### config.mk
export PLATFORM = sky130hd
export DESIGN_NAME = gba_irq_ctrl
export DESIGN_NICKNAME = d
export VERILOG_FILES = /design/src/rtl/gba_irq_pkg.sv /design/src/rtl/irq_edge_det.sv /design/src/rtl/gba_irq_ctrl.sv
export SDC_FILE = /design/constraint.sdc
export NUM_CORES = 1
export LEC_CHECK = 0
export BUFFER_PORTS_ARGS = -buffer_cell sky130_fd_sc_hd__buf_4
export CAP_MARGIN = 20
export CORE_UTILIZATION = 45
export DETAILED_ROUTE_END_ITERATION = 10
export GPL_TIMING_DRIVEN = 0
export PLACE_DENSITY = 0.81
export SLEW_MARGIN = 25
export SYNTH_ARGS = -nofsm -noshare
export SYNTH_HDL_FRONTEND = slang
export SYNTH_HIERARCHICAL = 1
export SYNTH_SLANG_ARGS = --single-unit
### constraint.sdc
create_clock -name clock_16 -period 1.3 [get_ports clock_16]
set_input_delay 0.39 -clock clock_16 [delete_from_list [all_inputs] [get_ports clock_16]]
set_output_delay 0.39 -clock clock_16 [all_outputs]
set_load 0.05 [all_outputs]
### src/rtl/gba_irq_pkg.sv
// gba_irq_pkg: shared IRQ source indices, MMIO write slots, halt FSM states and helpers.
package gba_irq_pkg;

    typedef enum int {
        IRQ_VBLANK = 0,
        IRQ_HBLANK,
        IRQ_VCOUNT,
        IRQ_TIMER0,
        IRQ_TIMER1,
        IRQ_TIMER2,
        IRQ_TIMER3,
        IRQ_SERIAL,
        IRQ_DMA0,
        IRQ_DMA1,
        IRQ_DMA2,
        IRQ_DMA3,
        IRQ_KEYPAD,
        IRQ_GAMEPAK
    } irq_src_e;

    localparam logic [1:0] IDX_IE_IF   = 2'd0;
    localparam logic [1:0] IDX_IME     = 2'd1;
    localparam logic [1:0] IDX_HALTCNT = 2'd2;

    typedef enum logic [1:0] {
        RUN      = 2'd0,
        HALT_REQ = 2'd1,
        HALTED   = 2'd2
    } halt_state_e;

    localparam logic [3:0] IRQ_NONE_ID = 4'hF;

    function automatic logic [3:0] lowest_set(input logic [15:0] v);
        logic [3:0] id;
        id = IRQ_NONE_ID;
        for (int i = 15; i >= 0; i--) begin
            if (v[i]) id = 4'(i);
        end
        return id;
    endfunction

endpackage

### src/rtl/irq_edge_det.sv
// irq_edge_det: per-bit rising-edge detector so a held request level fires only once.
module irq_edge_det
    import gba_irq_pkg::*;
#(
    parameter int W = 1
) (
    input  logic         clk,
    input  logic         rst,
    input  logic [W-1:0] d,
    output logic [W-1:0] rise
);

    logic [W-1:0] prev;

    assign rise = d & ~prev;

    // remember last cycle's request levels
    always_ff @(posedge clk or posedge rst) begin
        if (rst) prev <= '0;
        else     prev <= d;
    end

endmodule

### src/rtl/gba_irq_ctrl.sv
// gba_irq_ctrl: GBA interrupt controller (IE/IF/IME, registered IRQ, HALTCNT halt/wake).
// Optional macro GBA_IRQ_PRIO_ENC_EN adds irq_id, the lowest enabled pending source.
module gba_irq_ctrl
    import gba_irq_pkg::*;
#(
    parameter int NUM_SRC = 14
) (
    input  logic               clock_16,
    input  logic               reset,
    input  logic [NUM_SRC-1:0] irq_src,
    input  logic               reg_wr_en,
    input  logic [1:0]         reg_wr_idx,
    input  logic [31:0]        reg_wr_data,
    input  logic [3:0]         reg_wr_be,
    input  logic               cpu_ack_halt,
    output logic [15:0]        IE,
    output logic [15:0]        IF,
    output logic               IME,
    output logic               cpu_irq,
    output logic               cpu_halt
`ifdef GBA_IRQ_PRIO_ENC_EN
    ,
    output logic [3:0]         irq_id
`endif
);

    localparam logic [15:0] SRC_MASK = 16'((32'd1 << NUM_SRC) - 32'd1);

    logic [NUM_SRC-1:0] rise;
    logic [15:0]        rise_w, clr, if_next, ie_next, active;
    logic               wr_ie_if, ime_next, halt_wr, pending;
    halt_state_e        state, state_next;

    irq_edge_det #(.W(NUM_SRC)) u_edge (
        .clk  (clock_16),
        .rst  (reset),
        .d    (irq_src),
        .rise (rise)
    );

    assign wr_ie_if = reg_wr_en && reg_wr_idx == IDX_IE_IF;
    assign rise_w   = 16'(rise);
    assign clr      = {reg_wr_data[31:24] & {8{wr_ie_if && reg_wr_be[3]}},
                       reg_wr_data[23:16] & {8{wr_ie_if && reg_wr_be[2]}}};
    // a new edge overrides a same-cycle clear of that bit
    assign if_next  = ((IF & ~clr) | rise_w) & SRC_MASK;
    assign ie_next  = {wr_ie_if && reg_wr_be[1] ? reg_wr_data[15:8] : IE[15:8],
                       wr_ie_if && reg_wr_be[0] ? reg_wr_data[7:0]  : IE[7:0]} & SRC_MASK;
    assign ime_next = reg_wr_en && reg_wr_idx == IDX_IME && reg_wr_be[0] ? reg_wr_data[0] : IME;
    assign active   = IE & IF;
    assign pending  = |active;
    // HALTCNT byte 1 with bit 15 clear requests halt; bit 15 set (STOP) is not supported
    assign halt_wr  = reg_wr_en && reg_wr_idx == IDX_HALTCNT && reg_wr_be[1] && !reg_wr_data[15];

    // halt FSM next state: wake on pending regardless of IME, and wake beats ack
    always_comb begin
        state_next = state;
        if (state != RUN && pending)                state_next = RUN;
        else if (state == RUN && halt_wr && !pending) state_next = HALT_REQ;
        else if (state == HALT_REQ && cpu_ack_halt)   state_next = HALTED;
    end

    // register state, flags and outputs to the core
    always_ff @(posedge clock_16 or posedge reset) begin
        if (reset) begin
            state    <= RUN;
            IE       <= '0;
            IF       <= '0;
            IME      <= 1'b0;
            cpu_irq  <= 1'b0;
            cpu_halt <= 1'b0;
        end else begin
            state    <= state_next;
            IE       <= ie_next;
            IF       <= if_next;
            IME      <= ime_next;
            cpu_irq  <= IME & pending;
            cpu_halt <= state_next != RUN;
        end
    end

`ifdef GBA_IRQ_PRIO_ENC_EN
    // lowest-numbered enabled pending source, aligned with cpu_irq
    always_ff @(posedge clock_16 or posedge reset) begin
        if (reset) irq_id <= IRQ_NONE_ID;
        else       irq_id <= lowest_set(active);
    end
`endif

endmodule

==> summary.txt <==
Synthesis
  – Sequential area share after synthesis: 59.2%
  – Post-Syn Area: 0.00199 mm^2
  – Share of the synthesized area in the top cell type: 59.2%
  – Synth area leader: dfrtp_1
  – Seq cells post-synth: 47
  – Mux contribution to synthesized area: 10.0%
  – Synth cell types: 27
  – Synth Instances: 139
  – Simple-Gate Fraction of Synth Area: 18.1%
  – Adder-cell share of the synthesized area: 0%
  – Synth Area in Compound Gates: 9.14%
  – Synth area leaders: dfrtp_1 (59%), nor2b_4 (9.7%), mux2_4 (6.0%), a21o_1 (5.3%), mux2_2 (4.0%)
  – Synth Area in XOR/XNOR: 0%
  – Main combinational cell family by area after synthesis: simple AND/OR/NAND/NOR gates
  – Yosys warnings: 6
  – Mapped Avg Cell Area: 14.3 um^2

Cells and area
  – Nets: 290
  – Antenna diode count: 0
  – P&R area growth vs syn: 48.8%
  – Fillcell total: 295
  – Fin util: 71.8%
  – Share of cells above drive strength 1: 70.6%

Detailed routing
  – ANT nets after route: 0
  – Total Wirelength: 4700 um
  – Total vias in the final route: 1,395
  – Avg Vias per Cell: 4.89
  – Met1 wire length: 1870 um
  – Initial DRC Count: 66
  – Max Used Layer: met4
  – Wire length on met2: 2470 um
  – DR WL/cell: 16.5 um
  – WL met3: 287 um
  – First-pass detailed-route iteration total: 4
  – # DRC: 0

Critical path
  – Critical path startpoint: IF[5]$_DFF_PP0_
  – CP endpoint kind: primary output
  – Slowest-stage cell, CP: dfrtp_2
  – CP max FO: 3
  – Critical R2R Launch: IF[7]$_DFF_PP0_
  – Worst path cell trace: buf_6
  – Worst setup SP type: register
  – CP arrival: 0.91 ns
  – CP Data Required Time: 0.91 ns
  – Largest stage delay, worst path: 0.44 ns
  – WP buf/inv: 1
  – CP top delay family: flip-flops
  – Kind of critical path: reg -> out

CTS
  – Max clock buf depth: 2
  – CTS Root Cell: clkbuf_8
  – Total CTS buffers: 5
  – Worst-Skew Late Latency: 0.30 ns
  – Htree depth: 2
  – Reg clk slew, reported paths: 0.08 ns
  – TritonCTS clock tree: yes
  – Sink Count: 47

Timing
  – Final Hold Fails: 0
  – RSZ-0062 raised after global routing: true
  – Final WS setup: 0.00423 ns
  – Fin Clk Skew: 0.00901 ns
  – Fin crit share: 99.7%
  – Max Slew Vio Count: 0
  – Period minus WS final: 1.30 ns
  – Max_slew headroom: 52.7%
  – Fmax achieved: 0.772 GHz
  – Final setup viols: 0
  – Worst Tran Pin Value: 0.708 ns

Place
  – Gpl congestion: 0.698
  – Port Buf Inserts: 83
  – Detailed Place HPWL: 3460 um
  – Post-Place Setup Slack: -0.221 ns

GRT
  – Global router's overall resource usage: 21.2%
  – Initial antenna violation count: 0
  – Global-route wire length before repair: 6840 um
  – GRT Residual Overflow: 0
  – Pin count of the biggest net entering global routing: 34
  – Vias in the first global route: 1,437

Run status
  – Status: complete, no violations

Floorplan
  – Die X: 68.4 um
  – Initial Utilization: 48.3%
  – Die Area: 0.00468 mm^2
  – # IOs: 91
  – Core box area: 0.00412 mm^2
  – DIE HEIGHT: 68.4 um
  – FP Rows: 23

Power
  – Pleak: 0.00138 uW
  – Maximum vdd drop: 1090 uV
  – Cell Pwr Density: 1350 mW/mm^2

Run
  – Max-cap violations: 0

Hold path
  – Hold/Removal Path Class: in -> async
## power breakdown
part | internal, uW | switching [uW] | total, uW
registers | 1650 | 169 | 1810
clock network | 378 | 457 | 835
logic | 597 | 751 | 1350
## synthesized netlist by cell type, drive strengths merged
cell / instances
nand2: 16
nand3: 1
nor4b: 1
nor3: 1
conb: 1
nor3b: 1
a22oi: 7
inv: 2
nor2b: 15
mux2: 15
and2: 3
a21oi: 1
a21o: 14
nand4b: 1
nand3b: 2
dfrtp: 47
o211a: 1
buf: 7
nor4: 1
nor2: 1
o31a: 1
## cell type report
type / instances / area [um^2] / area share [%]
buffer: 7 / 57.6 / 1.95
multi-input combinational: 86 / 787 / 26.6
sequential: 47 / 1210 / 41.0
clock buffer: 7 / 76.3 / 2.58
tap: 50 / 62.6 / 2.12
timing repair buffer: 85 / 747 / 25.3
inverter: 2 / 7.51 / 0.254
clock inverter: 1 / 5.00 / 0.169
## state kept, by name (all words and copies together) (netlist names)
name         count
cpu_irq          1
IF              14
IE              14
IME              1
cpu_halt         1
u_edge/prev     14
state            2
## worst register-to-register path, cell delays in order (launching register included)
cell	delay [ns]
dfrtp_2	0.43
a22oi_2	0.20
nand3_2	0.13
nor3_4	0.23
o211a_1	0.18
## kinds of logic (layout without fill, tap and decap cells)
| logic type | count (synthesis) | count (layout) |
|---|---|---|
| AO/OA/AOI/OAI | 24 | 24 |
| other | 1 | 4 |
| buffers and inverters | 9 | 102 |
| AND/OR/NAND/NOR | 43 | 43 |
| flip-flops | 47 | 47 |
| multiplexers | 15 | 15 |
## final timing paths
check / end / slack (ns) / cells past startpoint
hold / removal: u_edge/prev[9]$_DFF_PP0_ / 0.20 / 2
setup / recovery: IF[5] / 0.004 / 1
max in group asynchronous: IF[10]$_DFF_PP0_ / 0.58 / 2
setup reg to reg: state[0]$_DFF_PP0_ / 0.06 / 4
hold reg to reg: IF[0]$_DFF_PP0_ / 0.52 / 1
min in group clock_16: u_edge/prev[13]$_DFF_PP0_ / 0.20 / 1
## cells in the final DEF, fill, tap and decap left out
cell type  count
mux2_2         7
clkbuf_8       5
inv_1          1
nand3b_1       2
nor3_4         1
inv_2          1
mux2_4         8
dfrtp_2       28
clkbuf_1       2
o31a_1         1
a22oi_2        3
a21o_1        14
a21oi_1        1
nor4b_2        1
a22oi_1        4
and2_4         1
nor3b_2        1
buf_6         31
nand2_1       16
dfrtp_1       19
and2_1         1
o211a_1        1
conb_1         4
nand3_2        1
and2_2         1
nor4_1         1
clkinv_2       1
nor2b_1        1
nor2b_4       14
nor2_4         1
buf_4         60
nand4b_1       1
buf_2          1
## per-layer routing
metal | track usage (%) | vias to the layer above
met1 | 25.7 | 679
met4 | 8.33 | 0
met3 | 6.00 | 8
li1 | - | 657
met2 | 35.5 | 51
met5 | 0 | -
## what timing repair did
item | CTS | global route
hold buffers | 0 | 0
setup buffers | 0 | 2
pin swaps | 0 | 4
gates resized for setup | 25 | 9
endpoints found under the setup margin | 25 | 16
## metrics by stage
stage | instances | area [um^2] | total power [uW] | setup TNS (ns) | hold slack (ns)
after CTS | 283 | 2900 | 3950 | 0 | 0.199
after global routing | 285 | 2950 | 4170 | -0.141 | 0.193
after global placement | 275 | 2720 | 3010 | -16.91 | 0.482
after detailed placement | 275 | 2720 | 3040 | -4.96 | 0.493
final | 285 | 2950 | 4000 | 0 | 0.197
after floorplan | 142 | 2040 | 2590 | 0 | 0.279
(Power assumes the default switching activity.)
